`src/rtl/uart_rx.sv`:
```
// 8N1 UART receiver: synchronizes rx_in, samples each bit near its midpoint and
// presents good bytes on a valid/read handshake with framing-error and overrun flags.
module uart_rx #(
  parameter int unsigned CLKS_PER_BIT = 868,
  parameter int unsigned SYNC_STAGES  = 2
) (
  input  logic       clk,
  input  logic       rstn,
  input  logic       rx_in,
  input  logic       rd_en,
  output logic [7:0] rx_data,
  output logic       rx_valid,
  output logic       frame_err,
  output logic       overrun,
  output logic       busy
);

  localparam int unsigned CntW = $clog2(CLKS_PER_BIT);
  localparam logic [CntW-1:0] HalfLast = CntW'(CLKS_PER_BIT / 2 - 1);
  localparam logic [CntW-1:0] BitLast  = CntW'(CLKS_PER_BIT - 1);

  typedef enum logic [2:0] {StIdle, StStart, StData, StStop, StBreak} state_e;

  state_e                 state_q;
  logic [CntW-1:0]        cnt_q;
  logic [2:0]             idx_q;
  logic [7:0]             shift_q;
  logic [SYNC_STAGES-1:0] sync_q;
  logic                   rx_s;

  // Synchronizer resets to the idle (high) line level so reset never looks like a start bit.
  always_ff @(posedge clk) begin
    if (!rstn) begin
      sync_q <= '1;
    end else begin
      sync_q <= {sync_q[SYNC_STAGES-2:0], rx_in};
    end
  end

  assign rx_s = sync_q[SYNC_STAGES-1];

  always_ff @(posedge clk) begin
    if (!rstn) begin
      state_q   <= StIdle;
      cnt_q     <= '0;
      idx_q     <= '0;
      shift_q   <= '0;
      rx_data   <= '0;
      rx_valid  <= 1'b0;
      frame_err <= 1'b0;
      overrun   <= 1'b0;
      busy      <= 1'b0;
    end else begin
      frame_err <= 1'b0;
      if (rx_valid && rd_en) begin
        rx_valid <= 1'b0;
      end
      unique case (state_q)
        StIdle: begin
          if (!rx_s) begin
            state_q <= StStart;
            cnt_q   <= '0;
            busy    <= 1'b1;
          end
        end
        StStart: begin
          if (cnt_q == HalfLast) begin
            cnt_q <= '0;
            if (rx_s) begin
              state_q <= StIdle;
              busy    <= 1'b0;
            end else begin
              state_q <= StData;
              idx_q   <= '0;
            end
          end else begin
            cnt_q <= cnt_q + CntW'(1);
          end
        end
        StData: begin
          if (cnt_q == BitLast) begin
            cnt_q          <= '0;
            shift_q[idx_q] <= rx_s;
            idx_q          <= idx_q + 3'd1;
            if (idx_q == 3'd7) begin
              state_q <= StStop;
            end
          end else begin
            cnt_q <= cnt_q + CntW'(1);
          end
        end
        StStop: begin
          if (cnt_q == BitLast) begin
            cnt_q <= '0;
            if (rx_s) begin
              state_q <= StIdle;
              busy    <= 1'b0;
              // A consume in the same cycle frees the slot, so the new byte still loads.
              if (!rx_valid || rd_en) begin
                rx_data  <= shift_q;
                rx_valid <= 1'b1;
              end else begin
                overrun <= 1'b1;
              end
            end else begin
              frame_err <= 1'b1;
              state_q   <= StBreak;
            end
          end else begin
            cnt_q <= cnt_q + CntW'(1);
          end
        end
        StBreak: begin
          if (rx_s) begin
            state_q <= StIdle;
            busy    <= 1'b0;
          end
        end
        default: begin
          state_q <= StIdle;
          busy    <= 1'b0;
        end
      endcase
    end
  end

endmodule

```
`config.mk`:
```
export PLATFORM = sky130hd
export DESIGN_NAME = uart_rx
export DESIGN_NICKNAME = d
export VERILOG_FILES = /design/src/rtl/uart_rx.sv
export SDC_FILE = /design/constraint.sdc
export NUM_CORES = 1
export LEC_CHECK = 0
export ABC_AREA = 1
export CAP_MARGIN = 5
export CORE_ASPECT_RATIO = 0.7
export CORE_MARGIN = 3
export CORE_UTILIZATION = 45
export DETAILED_ROUTE_END_ITERATION = 8
export PLACE_DENSITY = 0.7
export SLEW_MARGIN = 10
export SYNTH_ARGS = -nofsm -noshare
export SYNTH_HDL_FRONTEND = slang
export SYNTH_SLANG_ARGS = --single-unit
```
`constraint.sdc`:
```
create_clock -name clk -period 1.6 [get_ports clk]
set_clock_uncertainty 0.05 [all_clocks]
set_input_delay 0.4 -clock clk [delete_from_list [all_inputs] [get_ports clk]]
set_output_delay 0.4 -clock clk [all_outputs]
set_load 0.01 [all_outputs]
```
After elaboration in Yosys (flattened, before gate mapping)
Cells that the tools add are included.

storage, ports and cells
  bits in registers = 38
  bits of input ports = 4
  output and inout port bits = 12
  word-level logic and storage cells = 77

operators by class
  add/subtract/negate cells = 2
  order comparisons = 2
  equality and inequality tests = 14
  multiplexer cells = 31
  bitwise operators = 2
  reductions and logical operators = 16

operators with widths
  kind                     number
  $mux W10                 3
  $mux W3                  10
  $pmux W10 S3             1
  $reduce_and A4 Y1        4
  $pmux W3 S5              1
  $ne A2 B2 Y1 const B     7
  $mux W1                  11
  $add A10 B1 Y10 const B  1
  $eq A10 B10 Y1 const B   1
  $eq A10 B9 Y1 const B    1
  $bwmux W8                1
  $eq A3 B2 Y1 const B     2
  $eq A3 B3 Y1 const B     2
  $pmux W3 S2              1
  $reduce_and A6 Y1        1
  $pmux W1 S5              1
  $lt A3 B4 Y1 const B     1
  $reduce_and A2 Y1        2
  $add A3 B1 Y3 const B    1
  $demux W1 S3             1
  $eq A3 B1 Y1 const B     1
  $ge A3 B1 Y1 const B     1
  $logic_not A3 Y1         1
  $reduce_and A3 Y1        1
  8 further kinds          10

Depth between registers and ports, before layout
  depth after elaboration = 6
  depth in mapped cells = 10
  mapped depth without buffers = 10

Worst setup path before layout
No wires, ideal clock.

  path type = flip-flop to flip-flop
  from = reg cnt_q[0]
  to = reg rx_data[0]
  setup time = 0.113 ns
  data arrival time = 1.318 ns
  required time = 1.437 ns
  path slack = 0.120 ns
  stages on the path, launching flop included = 10
  path buffers = 1
  period minus slack after synthesis = 1.480 ns
  path through = dfxtp_1 ha_1 nand3_1 nor2_2 nand2_4 inv_4 nand3_4 buf_6 nor2_1 nor2_1

between the ends
  longest elaborated chain between the ends = 2

RTL lines
  item                         line  RTL
  start, declared              25    logic [CntW-1:0] cnt_q;
  start signal, assigned       77    cnt_q <= cnt_q + CntW'(1);
  start signal, assigned       89    cnt_q <= cnt_q + CntW'(1);
  start signal, assigned       110   cnt_q <= cnt_q + CntW'(1);
  $eq A10 B10 Y1               93    if (cnt_q == BitLast) begin
  $reduce_and A4 Y1 (no line)  -
  end signal, assigned         100   rx_data <= shift_q;
  end, declared                11    output logic [7:0] rx_data,

No other way between the ends.
A chain may end at the register's enable or synchronous reset.

Final worst setup path
  from = reg cnt_q[1]
  to = reg idx_q[0]

between the ends
  longest elaborated chain between the ends = 3
  elaborated cells between the ends (all ways) = 5
  classes of those cells = 4 x eq/ne; 1 x reduce/logical

RTL lines
  item                                                    line    RTL
  $eq A10 B10 Y1 / $eq A10 B9 Y1 (equally long branches)  81, 67
  $ne A2 B2 Y1 (no line)                                  -
  $reduce_and A4 Y1 (no line) (*)                         -
  end signal, assigned                                    84      idx_q <= idx_q + 3'd1;
  end, declared                                           26      logic [2:0] idx_q;

Mark *: on every way between the ends. The rest lies on a longest branch, timed or not.

==> reports/qor.yml <==
power:
  seqPwrFrac_pct: 36.9
  internal_power_w: 0.00186
  switchingPower_w: 0.00130
  ir_drop_v: 0.000630
  p_sw_share_pct: 41.0
  power_density_mw_per_mm2: 1310
  clockPowerShare_pct: 21.3
  power.leakage_nw: 1.26
  comb_power_share_pct: 41.8
finish:
  n_fill_cell: 380
  finalNonFillerCells: 377
  drive_gt1_share_pct: 15.1
  antenna_cells: 0
  final_area_mm2: 0.00241
  area_growth_pct: 24.3
  nets: 332
setup_path:
  crit_path_start: "cnt_q[1]"
  r2r_slack_ns: 0.09
  r2r-end: "idx_q[0]"
  crit_arrival_ns: 1.65
  critPathCaptureType: "flip-flop"
  worst_ep_required_time_ns: 1.73
  critPathKind: "reg -> reg"
  reg2regPathDepth: 10
  worstSetupStartpointType: "flip-flop"
  crit_end: "idx_q[0]"
  timing.rr.start: "cnt_q[1]"
  crit_fanout: 6
routing:
  antenna_left: 0
  routed_wl_mm: 4.35
  first_pass_iters: 4
  route.detailed.drc: 0
  drt-initial-drc-count: 170
  wl_per_cell_um: 11.5
  via_count: 1814
  vias_per_cell: 4.81
logic_synthesis:
  syn_area_mm2: 0.00194
  synth_compound_area_share_pct: 4.96
  synthMuxAreaShare_pct: 0
  synthAdderAreaFrac_pct: 2.58
  synth_fp_nets: 304
  synth_top_family_by_area: "simple AND/OR/NAND/NOR gates"
  synth_cells: 296
  synth_seq_cells: 38
  synth_area_per_cell_um2: 6.56
  synthSimpleGateAreaFrac_pct: 42.1
  yosys_warnings: 0
  synth_xor_area_share_pct: 0.903
  synth.distinct_cells: 28
  ys_seq_area_share_pct: 39.2
floorplan:
  io_pins: 16
  die_w_um: 84.5
  rows: 19
  core_area_mm2: 0.00404
  die_h_um: 60.9
  design.die.area_mm2: 0.00515
  initial_core_util_pct: 48.0
global_routing:
  grt_max_degree: 18
  antenna_found_initial: 0
  grt_util_all_layers_pct: 17.8
  grt_pass1_wl_mm: 7.20
  grt_overflow: 0
  grt_pass1_vias: 1555
placed_design:
  port_buffers: 15
  place.gp.congestion: 0.842
  dp_cells: 366
  post_dp_cell_area_mm2: 0.00218
  dpl.hpwl_mm: 3.09
cts:
  h-tree-depth: 2
  cts_inserted_buffers: 5
  cts_tree: "done"
  clkTransAtPathRegs_ns: 0.07
  clockBufferDepth: 2
  cts-root-buf: "clkbuf_8"
  clock_sinks: 38
  cts_hold_buffers: 0
  clk_latency_ns: 0.28
sta:
  tightestPinTransition_ns: 0.318
  max_slew_margin_pct: 78.7
  timing.final.crit_period_ns: 1.51
  period_share_pct: 94.7
  maxSlewViolCount: 0
  final-hold-violation-count: 0
  fmax_mhz: 660
  holdWs_ns: 0.366
  final-setup-viol-count: 0
  rsz0062_at_grt: "true"
flow_run:
  drv_cap: 0
min_path:
  hold_start: "sync_q[0]"
  hp-class: "reg -> reg"
outcome:
  outcome: "finished clean"
[cell families (layout without fill, tap and decap cells)]
family,count (synthesis),count (layout)
AND/OR/NAND/NOR,186,187
buffers and inverters,49,77
flip-flops,38,38
AO/OA/AOI/OAI,17,17
adder cells (fa/ha/maj),4,4
XOR/XNOR,2,2
[per-layer routing]
layer  vias up  routed length (µm)  global-route usage (%)
met5         -                   0                       0
met4         0                  19                    4.06
met3         2                 343                    7.06
met2        48                1630                    24.7
met1       797                2350                    25.8
li1        967                   -                       -
[worst max-delay path, cell delays in order, from the launching register on]
cell     delay, ns
dfxtp_2       0.35
inv_1         0.07
ha_1          0.15
nand2_1       0.05
nor2_1        0.13
nand3_2       0.13
nand2_4       0.15
buf_6         0.12
nand4_1       0.07
nand2_1       0.09
nor2_1        0.05
[power by group through the flow]
stage               sequential, W  combinational, W  clock (W)
floorplan                 0.00115          0.000834          0
global placement          0.00116           0.00115          0
detailed placement        0.00116           0.00114          0
CTS                       0.00114           0.00117   0.000695
global route              0.00118           0.00150   0.000746
finish                    0.00117           0.00132   0.000672
[per-stage QoR]
stage                     power [W]  utilization, %  setup TNS, ns  worst slack, ns
after detailed placement    0.00230            54.1       -0.00421         -0.00421
after global placement      0.00230            54.1              0           0.0402
final                       0.00316            59.7              0           0.0854
after CTS                   0.00300            56.7              0         0.000943
after floorplan             0.00198               -              0            0.120
after global routing        0.00342            59.7        -0.0831          -0.0150
[final cells by class]
cell class,count,area (µm²),area share (%)
clock buffers,7,86.3,3.58
multi-input cells,210,1080,44.8
clock inverters,1,5.00,0.207
inverters,44,173,7.16
flip-flops and latches,38,767,31.8
repair inverters,1,6.26,0.259
well taps,52,65.1,2.70
repair buffers,24,229,9.49
[placed cells by master (no fill, tap or decap), types with 5 or more instances in the layout]
cell type / count
nand3_1: 20
nor2_1: 58
dlymetal6s2s_1: 6
clkbuf_8: 6
dfxtp_1: 35
a21oi_1: 8
nand4_1: 6
nor2_4: 5
buf_4: 8
o21ai_0: 5
nand2_4: 5
dlygate4sd2_1: 6
nor2_2: 5
nand2_1: 75
inv_1: 42
[what timing repair did]
item,CTS,global route
cloned,1,1
setup endpoints to repair,18,37
setup buffers,0,1
pin swaps,0,8
gates resized for setup,9,30
[cells in the mapped netlist (all sizes together)]
master | count | area [µm²]
inv | 44 | 168
nand4 | 6 | 37.5
clkbuf | 3 | 15.0
nand2 | 81 | 319
nor3 | 2 | 10.0
or2 | 2 | 12.5
ha | 4 | 50.1
a31oi | 1 | 6.26
buf | 2 | 16.3
dfxtp | 38 | 761
and2 | 2 | 12.5
o211ai | 1 | 7.51
nand3 | 25 | 143
o21ai | 6 | 33.8
a21oi | 9 | 48.8
xor2 | 2 | 17.5
nor2 | 68 | 283
[how the worst min path moves through the flow]
stage | end | cells past startpoint
after global placement | sync_q[1] | 1
after CTS | sync_q[1] | 1
after global routing | sync_q[1] | 1
final | sync_q[1] | 1
after floorplan | sync_q[1] | 1
after detailed placement | sync_q[1] | 1
[flip-flops by register name, indices dropped and copies added, names as in the netlist]
name / cells
cnt_q: 10
rx_data: 8
shift_q: 8
idx_q: 3
state_q: 3
sync_q: 2
busy: 1
frame_err: 1
overrun: 1
rx_valid: 1
Note: power is estimated with default switching activity, not from simulation.
